## src/rtl/div_pkg.sv

```systemverilog
// ============================================================================
// div_pkg: shared types and constants for the sequential divider.
// Rev 1.0 - initial release
// ============================================================================
`default_nettype none

package div_pkg;

    typedef enum logic [1:0] {
        IDLE = 2'd0,
        CALC = 2'd1,
        FIX  = 2'd2,
        DONE = 2'd3
    } div_state_t;

    localparam int DIV_WIDTH_DEF = 8;

    // A 1-bit counter is still needed when the operand width is 2.
    function automatic int cnt_width(input int w);
        return (w > 2) ? $clog2(w) : 1;
    endfunction

    localparam int CNT_W = cnt_width(DIV_WIDTH_DEF);

endpackage

`default_nettype wire

```

## src/rtl/div_addsub.sv

```systemverilog
// ============================================================================
// div_addsub: combinational add/subtract unit used for trial steps and restore.
// Rev 1.0 - initial release
// ============================================================================
`default_nettype none

module div_addsub #(
    parameter int WIDTH = 9
) (
    input  logic [WIDTH-1:0] a,
    input  logic [WIDTH-1:0] b,
    input  logic             add_n_sub,
    output logic [WIDTH-1:0] z
);

    assign z = add_n_sub ? (a + b) : (a - b);

endmodule

`default_nettype wire

```

## src/rtl/seq_divider.sv

```systemverilog
// ============================================================================
// seq_divider: radix-2 non-restoring divider, one quotient bit per clock.
// Optional signed operation is enabled with the DIV_SIGNED_EN macro.
// Rev 1.0 - initial release
// ============================================================================
`default_nettype none

module seq_divider
    import div_pkg::*;
#(
    parameter int WIDTH = DIV_WIDTH_DEF
) (
    input  logic             clk,
    input  logic             rst,
    input  logic             start,
    input  logic [WIDTH-1:0] dividend,
    input  logic [WIDTH-1:0] divisor,
    output logic             busy,
    output logic             done,
    output logic [WIDTH-1:0] quotient,
    output logic [WIDTH-1:0] remainder,
    output logic             div_by_zero
);

    localparam int                 C_CNT_W    = cnt_width(WIDTH);
    localparam logic [C_CNT_W-1:0] C_CNT_LAST = C_CNT_W'(WIDTH - 1);

    div_state_t         state_q, state_d;
    logic [WIDTH:0]     a_q, a_d;
    logic [WIDTH:0]     m_q, m_d;
    logic [WIDTH-1:0]   q_q, q_d;
    logic [C_CNT_W-1:0] count_q, count_d;
    logic               busy_q, busy_d;
    logic               done_q, done_d;
    logic               dbz_q, dbz_d;
    logic [WIDTH-1:0]   quo_q, quo_d;
    logic [WIDTH-1:0]   rem_q, rem_d;

    logic               w_accept;
    logic               w_div_zero;
    logic [WIDTH:0]     w_au_a;
    logic               w_au_add;
    logic [WIDTH:0]     w_au_z;
    logic [WIDTH:0]     w_a_fix;
    logic [WIDTH-1:0]   w_q_load;
    logic [WIDTH:0]     w_m_load;
    logic [WIDTH-1:0]   w_q_res;
    logic [WIDTH-1:0]   w_r_res;

`ifdef DIV_SIGNED_EN
    logic               negq_q, negq_d;
    logic               negr_q, negr_d;
`endif

    // The done cycle is still treated as busy, so a start there is ignored.
    assign w_accept   = start && (state_q == IDLE) && !done_q;
    assign w_div_zero = (divisor == '0);

    // One shared unit: trial add/sub while iterating, restore add on FIX.
    assign w_au_a   = (state_q == CALC) ? {a_q[WIDTH-1:0], q_q[WIDTH-1]} : a_q;
    assign w_au_add = (state_q == CALC) ? a_q[WIDTH] : 1'b1;

    div_addsub #(
        .WIDTH     (WIDTH + 1)
    ) u_addsub (
        .a         (w_au_a),
        .b         (m_q),
        .add_n_sub (w_au_add),
        .z         (w_au_z)
    );

    assign w_a_fix = a_q[WIDTH] ? w_au_z : a_q;

`ifdef DIV_SIGNED_EN
    // Divide-by-zero keeps the raw dividend in Q so it can be returned as-is.
    assign w_q_load = (w_div_zero || !dividend[WIDTH-1]) ? dividend : -dividend;
    assign w_m_load = {1'b0, (divisor[WIDTH-1] ? -divisor : divisor)};
    assign w_q_res  = negq_q ? -q_q : q_q;
    assign w_r_res  = negr_q ? -w_a_fix[WIDTH-1:0] : w_a_fix[WIDTH-1:0];
`else
    assign w_q_load = dividend;
    assign w_m_load = {1'b0, divisor};
    assign w_q_res  = q_q;
    assign w_r_res  = w_a_fix[WIDTH-1:0];
`endif

    always_ff @(posedge clk or posedge rst) begin
        if (rst) begin
            state_q <= IDLE;
        end else begin
            state_q <= state_d;
        end
    end

    always_comb begin
        state_d = state_q;
        unique case (state_q)
            IDLE:    if (w_accept) state_d = w_div_zero ? DONE : CALC;
            CALC:    if (count_q == C_CNT_LAST) state_d = FIX;
            FIX:     state_d = DONE;
            DONE:    state_d = IDLE;
            default: state_d = IDLE;
        endcase
    end

    always_comb begin
        a_d     = a_q;
        m_d     = m_q;
        q_d     = q_q;
        count_d = count_q;
        busy_d  = busy_q;
        done_d  = 1'b0;
        dbz_d   = dbz_q;
        quo_d   = quo_q;
        rem_d   = rem_q;
`ifdef DIV_SIGNED_EN
        negq_d  = negq_q;
        negr_d  = negr_q;
`endif
        unique case (state_q)
            IDLE: begin
                if (w_accept) begin
                    a_d     = '0;
                    q_d     = w_q_load;
                    m_d     = w_m_load;
                    count_d = '0;
                    busy_d  = 1'b1;
                    dbz_d   = 1'b0;
`ifdef DIV_SIGNED_EN
                    negq_d  = dividend[WIDTH-1] ^ divisor[WIDTH-1];
                    negr_d  = dividend[WIDTH-1];
`endif
                end
            end
            CALC: begin
                a_d     = w_au_z;
                q_d     = {q_q[WIDTH-2:0], ~w_au_z[WIDTH]};
                count_d = count_q + C_CNT_W'(1);
            end
            FIX: begin
                a_d   = w_a_fix;
                quo_d = w_q_res;
                rem_d = w_r_res;
            end
            DONE: begin
                busy_d = 1'b0;
                done_d = 1'b1;
                if (m_q == '0) begin
                    quo_d = '1;
                    rem_d = q_q;
                    dbz_d = 1'b1;
                end
            end
            default: ;
        endcase
    end

    always_ff @(posedge clk or posedge rst) begin
        if (rst) begin
            a_q     <= '0;
            m_q     <= '0;
            q_q     <= '0;
            count_q <= '0;
            busy_q  <= 1'b0;
            done_q  <= 1'b0;
            dbz_q   <= 1'b0;
            quo_q   <= '0;
            rem_q   <= '0;
`ifdef DIV_SIGNED_EN
            negq_q  <= 1'b0;
            negr_q  <= 1'b0;
`endif
        end else begin
            a_q     <= a_d;
            m_q     <= m_d;
            q_q     <= q_d;
            count_q <= count_d;
            busy_q  <= busy_d;
            done_q  <= done_d;
            dbz_q   <= dbz_d;
            quo_q   <= quo_d;
            rem_q   <= rem_d;
`ifdef DIV_SIGNED_EN
            negq_q  <= negq_d;
            negr_q  <= negr_d;
`endif
        end
    end

    assign busy        = busy_q;
    assign done        = done_q;
    assign quotient    = quo_q;
    assign remainder   = rem_q;
    assign div_by_zero = dbz_q;

endmodule

`default_nettype wire

```

## config.mk

```make
export PLATFORM = sky130hd
export DESIGN_NAME = seq_divider
export DESIGN_NICKNAME = d
export VERILOG_FILES = /design/src/rtl/div_pkg.sv /design/src/rtl/div_addsub.sv /design/src/rtl/seq_divider.sv
export SDC_FILE = /design/constraint.sdc
export NUM_CORES = 1
export LEC_CHECK = 0
export CAP_MARGIN = 20
export CORE_MARGIN = 4
export CORE_UTILIZATION = 35
export CTS_CLUSTER_SIZE = 30
export DETAILED_ROUTE_END_ITERATION = 10
export GPL_TIMING_DRIVEN = 0
export SLEW_MARGIN = 10
export SYNTH_ARGS = -nofsm -noshare
export SYNTH_HDL_FRONTEND = slang
export SYNTH_SLANG_ARGS = --single-unit
export TNS_END_PERCENT = 30
```

## constraint.sdc

```tcl
create_clock -name clk -period 4.1 [get_ports clk]
set_clock_uncertainty 0.05 [all_clocks]
set_input_delay 0.82 -clock clk [delete_from_list [all_inputs] [get_ports clk]]
set_output_delay 0.82 -clock clk [all_outputs]
set_load 0.05 [all_outputs]
```

==> results of run 1 <==
## through the flow
step	cells	util	hold WS [ns]
2_1_floorplan	303	-	0.407
3_3_place_gp	445	0.420	0.430
3_5_place_dp	446	0.423	0.434
4_1_cts	454	0.437	0.447
5_1_grt	453	0.436	0.457
6_report	453	0.436	0.441
## logic make-up after synthesis
family	count (synthesis)
adders and majority gates	18
xor gates and xnor gates	11
buffers and inverters	26
muxes	35
AOI/OAI and AO/OA	81
and+or+nand+nor	83
DFF	49
## per-layer routing
metal,up-vias,part of all wire
li1,1183,-
met1,1174,0.49
met2,45,0.46
met3,6,0.038
met4,0,0.0085
met5,-,0
## cell type report
class / count / share of cell area
plain buffers: 11 / 0.0178
clock buffers: 7 / 0.0241
clock inverters: 1 / 0.00837
inverters: 14 / 0.0147
multi-input cells: 228 / 0.448
flip-flops and latches: 49 / 0.342
well taps: 105 / 0.0366
repair buffers: 38 / 0.109
## synth_stat cells (4+ instances only)
master / n / area share
a21oi_1: 19 / 0.032
clkbuf_1: 7 / 0.0089
dfrtp_1: 49 / 0.42
ha_1: 17 / 0.072
inv_1: 13 / 0.017
mux2_2: 20 / 0.076
mux2i_1: 15 / 0.051
nand2_1: 23 / 0.029
nand3_1: 4 / 0.0068
nor2_1: 26 / 0.033
nor3_1: 12 / 0.020
nor4_1: 4 / 0.0085
o21ai_0: 29 / 0.049
xnor2_1: 4 / 0.012
xor2_1: 7 / 0.021
## where the power goes
part / total (mW) / switching (mW) / internal (mW)
Combinational: 2.08 / 1.25 / 0.832
Sequential: 0.881 / 0.188 / 0.693
Clock: 0.360 / 0.161 / 0.199
Total: 3.32 / 1.60 / 1.72
## worst max-delay path by stage
stage	slack (ns)	from	cells after the start	endpoint
after CTS	0.19	state_q[1]	12	a_q[8]
after global routing	0.37	state_q[1]	11	a_q[8]
after global placement	0.24	state_q[1]	12	a_q[8]
final	0.64	state_q[1]	11	a_q[8]
after floorplan	0.80	state_q[1]	12	q_q[0]
after detailed placement	0.23	state_q[1]	12	a_q[8]
## registers in the layout (all words and copies together), names as in the netlist
name / flops
remainder: 8
div_by_zero: 1
a_q: 9
done: 1
busy: 1
state_q: 2
count_q: 3
m_q: 8
quotient: 8
q_q: 8
==> results_dict.tcl, run 1 <==
set metrics [dict create \
    status "completed" \
    core_area_um2 8220 \
    root_buffer "clkbuf_8" \
    holdPathStages 1 \
    nets 384 \
    grt_start_max_net_pins 38 \
    grt.met1_usage 0.212 \
    cap_violations 0 \
    ys_warn_count 0 \
    wl_um 7050 \
    port_buffers 37 \
    fp-row-count 33 \
    period_share 0.845 \
    synth_edf_count 0 \
    synth-seq-cells 49 \
    dr.first_iter.drc_count 111 \
    clock_path_buffers 2 \
    synthDistinctLibCells 50 \
    place_congestion 0.840 \
    synth_area_um2 2950 \
    synthMuxAreaShare 0.127 \
    num_antenna_cells 0 \
    grt_pass1_vias 2298 \
    clkSlewWorstSetupHoldPaths_ns 0.09 \
    dp_slack_ns 0.232 \
    syn_nets 340 \
    route.detailed.drc 0 \
    postSynthCellCount 303 \
    layout_common_cells "dfrtp_1, clkdlybuf4s50_1, o21ai_0" \
    crit_required_ns 4.22 \
    synth-async-reset-ratio 1.00 \
    finalSetupViolations 0 \
    min_path_type "reg -> reg" \
    num_io_pins 38 \
    path_delay_family "compound AO/OA/AOI/OAI gates" \
    hold_viol 0 \
    reg2reg_depth 11 \
    initial_utilization 0.359 \
    slew_headroom 0.581 \
    p_leak_nw 1.57 \
    fin_crit_ns 3.46 \
    cts_setup_buffers 0 \
    synthSimpleGateAreaFrac 0.135 \
    crit_chain "inv_1 -> ha_1 -> buf_6 -> nand2_1 -> mux2_2 -> fa_1 -> a21o_1 -> a221oi_1 -> o21ai_0 -> xor2_1 -> o22ai_1" \
    r2r_end "a_q[8]" \
    via_per_inst 5.32 \
    yosysSeqAreaShare 0.415 \
    first_pass_iters 4 \
    synth_compound_area_frac 0.170 \
    multi_input_area_um2 1610 \
    grt-busiest-layer "met2" \
    fmax_mhz 289 \
    synthToLayoutAreaGrowth_pct 21.5 \
    drive_gt1_frac 0.109 \
    ff_latch_area_um2 1230 \
    cts_tree "done" \
    clock-sinks 49 \
    final_common_cell "dfrtp_1" \
    power.total_mw 3.32 \
    synth_fa_ha_area_frac 0.0788 \
    min_to "count_q[0]" \
    route.detailed.wl_per_inst_um 15.6 \
    drv_slew 0 \
    fillCellCount 800 \
    cts_buffers 5 \
    r2r_start "state_q[1]" \
    yosys.area_share.xor_xnor 0.0326 \
    final_antenna_net_count 0 \
    grt_pass1_wl_um 11800 \
    crit_path_max_incr_delay_ns 0.47 \
    postCtsHoldBufs 0 \
    grtUsageMet2 0.235 \
    worstHoldStart "count_q[0]" \
    dieArea_um2 9970 \
    fin_tns_setup_ns 0 \
    syn_avg_cell_area_um2 9.74 \
    fin_ws_ns 0.637 \
    clk_latency_ns 0.30 \
    hpwl_um 5510 \
    synth_top_flop_cell "dfrtp_1" \
    crit_slowest_cell "fa_1" \
    use_met3 0.0264 \
    grt_overflow_total 0 \
    critPathMaxFanout 17 \
    timing.critical_path.buf_inv 2 \
    placed_cell_area_um2 3470 \
    crit_arrival_ns 3.58 \
    grt_use_total 0.148 \
    tightest_slew_ns 0.622 \
    synth_top_family_by_area "compound AO/OA/AOI/OAI gates" \
    start_kind "flop" \
    cts_resized 0 \
    num_vias 2408 \
    finalInstanceArea_um2 3590 \
    rsz0062_at_grt "false" \
    endpoint_kind "flop" \
    critical_path_class "reg -> reg" \
    die_x_um 99.8 \
    power_density_nw_per_um2 927 \
    vdd_drop_max_v 0.000386 \
    die_y_um 99.8 \
    antenna_found_initial 0 \
    reg2reg_slack_ns 0.64 \
    h-tree-depth 2 \
]
No activity file was read; power rests on OpenSTA's default activity.
==> inputs of run 2 (changes only) <==
- clock period: 4.1 -> 3 ns (I/O delays scaled with it)
==> results_dict.tcl, run 2 (synthesized netlist as in run 1, its figures left out) <==
set metrics [dict create \
    status "completed" \
    grt_start_max_net_pins 37 \
    cts_buffers 5 \
    place_congestion 0.860 \
    final_common_cell "dfrtp_1" \
    crit_path_max_incr_delay_ns 0.40 \
    via_per_inst 5.21 \
    crit_required_ns 3.16 \
    clkSlewWorstSetupHoldPaths_ns 0.09 \
    critical_path_class "reg -> reg" \
    root_buffer "clkbuf_8" \
    slew_headroom 0.570 \
    final_antenna_net_count 0 \
    hpwl_um 5480 \
    cap_violations 0 \
    core_area_um2 8220 \
    timing.hold.ws_ns 0.448 \
    die_y_um 99.8 \
    finalSetupViolations 0 \
    fp-row-count 33 \
    timing.critical_path.buf_inv 3 \
    grt_use_total 0.147 \
    start_kind "flop" \
    tightest_slew_ns 0.640 \
    clock-sinks 49 \
    h-tree-depth 2 \
    critPathMaxFanout 8 \
    vdd_drop_max_v 0.000567 \
    num_antenna_cells 0 \
    period_share 0.990 \
    clock_path_buffers 2 \
    min_path_type "reg -> reg" \
    hold_viol 0 \
    num_io_pins 38 \
    path_delay_family "compound AO/OA/AOI/OAI gates" \
    crit_chain "inv_2 -> ha_4 -> buf_6 -> clkbuf_16 -> mux2_4 -> ha_4 -> fa_2 -> a21o_1 -> a221oi_2 -> xnor2_1 -> mux2i_1 -> a211oi_1" \
    top_register "a_q" \
    finalInstanceArea_um2 3750 \
    rsz0062_at_grt "true" \
    crit_slowest_cell "dfrtp_1" \
    num_vias 2416 \
    reg2reg_slack_ns 0.03 \
    die_x_um 99.8 \
    route.detailed.drc 0 \
    power_density_nw_per_um2 1280 \
    largest_reg_flops 9 \
    port_buffers 37 \
    nets 395 \
    grt_pass1_wl_um 11900 \
    placed_cell_area_um2 3480 \
    utilization 0.457 \
    route.detailed.wl_per_inst_um 15.5 \
    synthToLayoutAreaGrowth_pct 27.2 \
    first_pass_iters 4 \
    antenna_found_initial 0 \
    drv_slew 0 \
    layout_common_cells "dfrtp_1, clkdlybuf4s50_1, nor2_1, o21ai_0, nand2_1" \
    drive_gt1_frac 0.173 \
    fmax_mhz 337 \
    postCtsHoldBufs 0 \
    wl_um 7200 \
    crit_arrival_ns 3.13 \
    clk_latency_ns 0.30 \
    p_leak_nw 1.64 \
    cts_tree "done" \
    fin_crit_ns 2.97 \
    crit_top_cell "ha_4" \
    grt_pass1_vias 2366 \
    endpoint_kind "flop" \
    initial_utilization 0.359 \
    grt_overflow_total 0 \
    dr.first_iter.drc_count 136 \
    dieArea_um2 9970 \
]
run 2: cell count changes in the layout (fill, tap and decap cells not counted), sizes merged:
cell | before | now
inv | 14 | 13
buf | 5 | 15
clkbuf | 14 | 15
clkinvlp | 0 | 1
run 2: worst paths after layout:
kind                              start           end  cells past startpoint
hold reg to reg            remainder[1]  remainder[1]                      2
max in group asynchronous           rst    state_q[0]                      3
min in group asynchronous           rst   quotient[5]                      2
hold / removal             remainder[1]  remainder[1]                      2
setup reg to reg             state_q[1]  remainder[6]                     12
setup / recovery             state_q[1]  remainder[6]                     12
run 2: cell type report:
type	count	area (um^2)
fillers	783	4460
multi-input cells	228	1670
flip-flops and latches	49	1230
repair buffers	48	465
well taps	105	131
plain buffers	12	88.8
clock buffers	7	86.3
inverters	14	56.3
clock inverters	1	30.0
run 2: layer usage:
| layer | part of all wire | GRT usage | wire, um |
|---|---|---|---|
| met5 | 0 | 0 | 0 |
| met2 | 0.45 | 0.229 | 3240 |
| met4 | 0.012 | 0.0305 | 90 |
| met3 | 0.031 | 0.0250 | 222 |
| met1 | 0.51 | 0.216 | 3650 |
run 2: tightest hold or removal path: stages (launching register included):
cell,delay [ns]
dfrtp_1,0.36
nand2_1,0.05
o21ai_0,0.06
run 2: repair_timing:
| item | in CTS | in global routing |
|---|---|---|
| setup endpoints to repair | 9 | 8 |
| pin swaps | 6 | 6 |
| gates resized for setup | 9 | 10 |
| buffers inserted | 2 | 8 |
run 2: report_power, final:
part | internal (mW) | switching [mW]
clock | 0.272 | 0.222
sequential | 0.949 | 0.259
combinational | 1.32 | 1.79
total | 2.54 | 2.27
run 2: stage by stage:
stage | power, mW | setup TNS, ns | std cells | setup slack (ns)
final | 4.82 | 0 | 464 | 0.0291
after detailed placement | 4.08 | -1.87 | 446 | -0.372
after floorplan | 3.30 | 0 | 303 | 0.0182
after global routing | 5.19 | -0.148 | 464 | -0.0925
after CTS | 4.69 | 0 | 456 | 0.00473
after global placement | 4.03 | -1.58 | 445 | -0.358
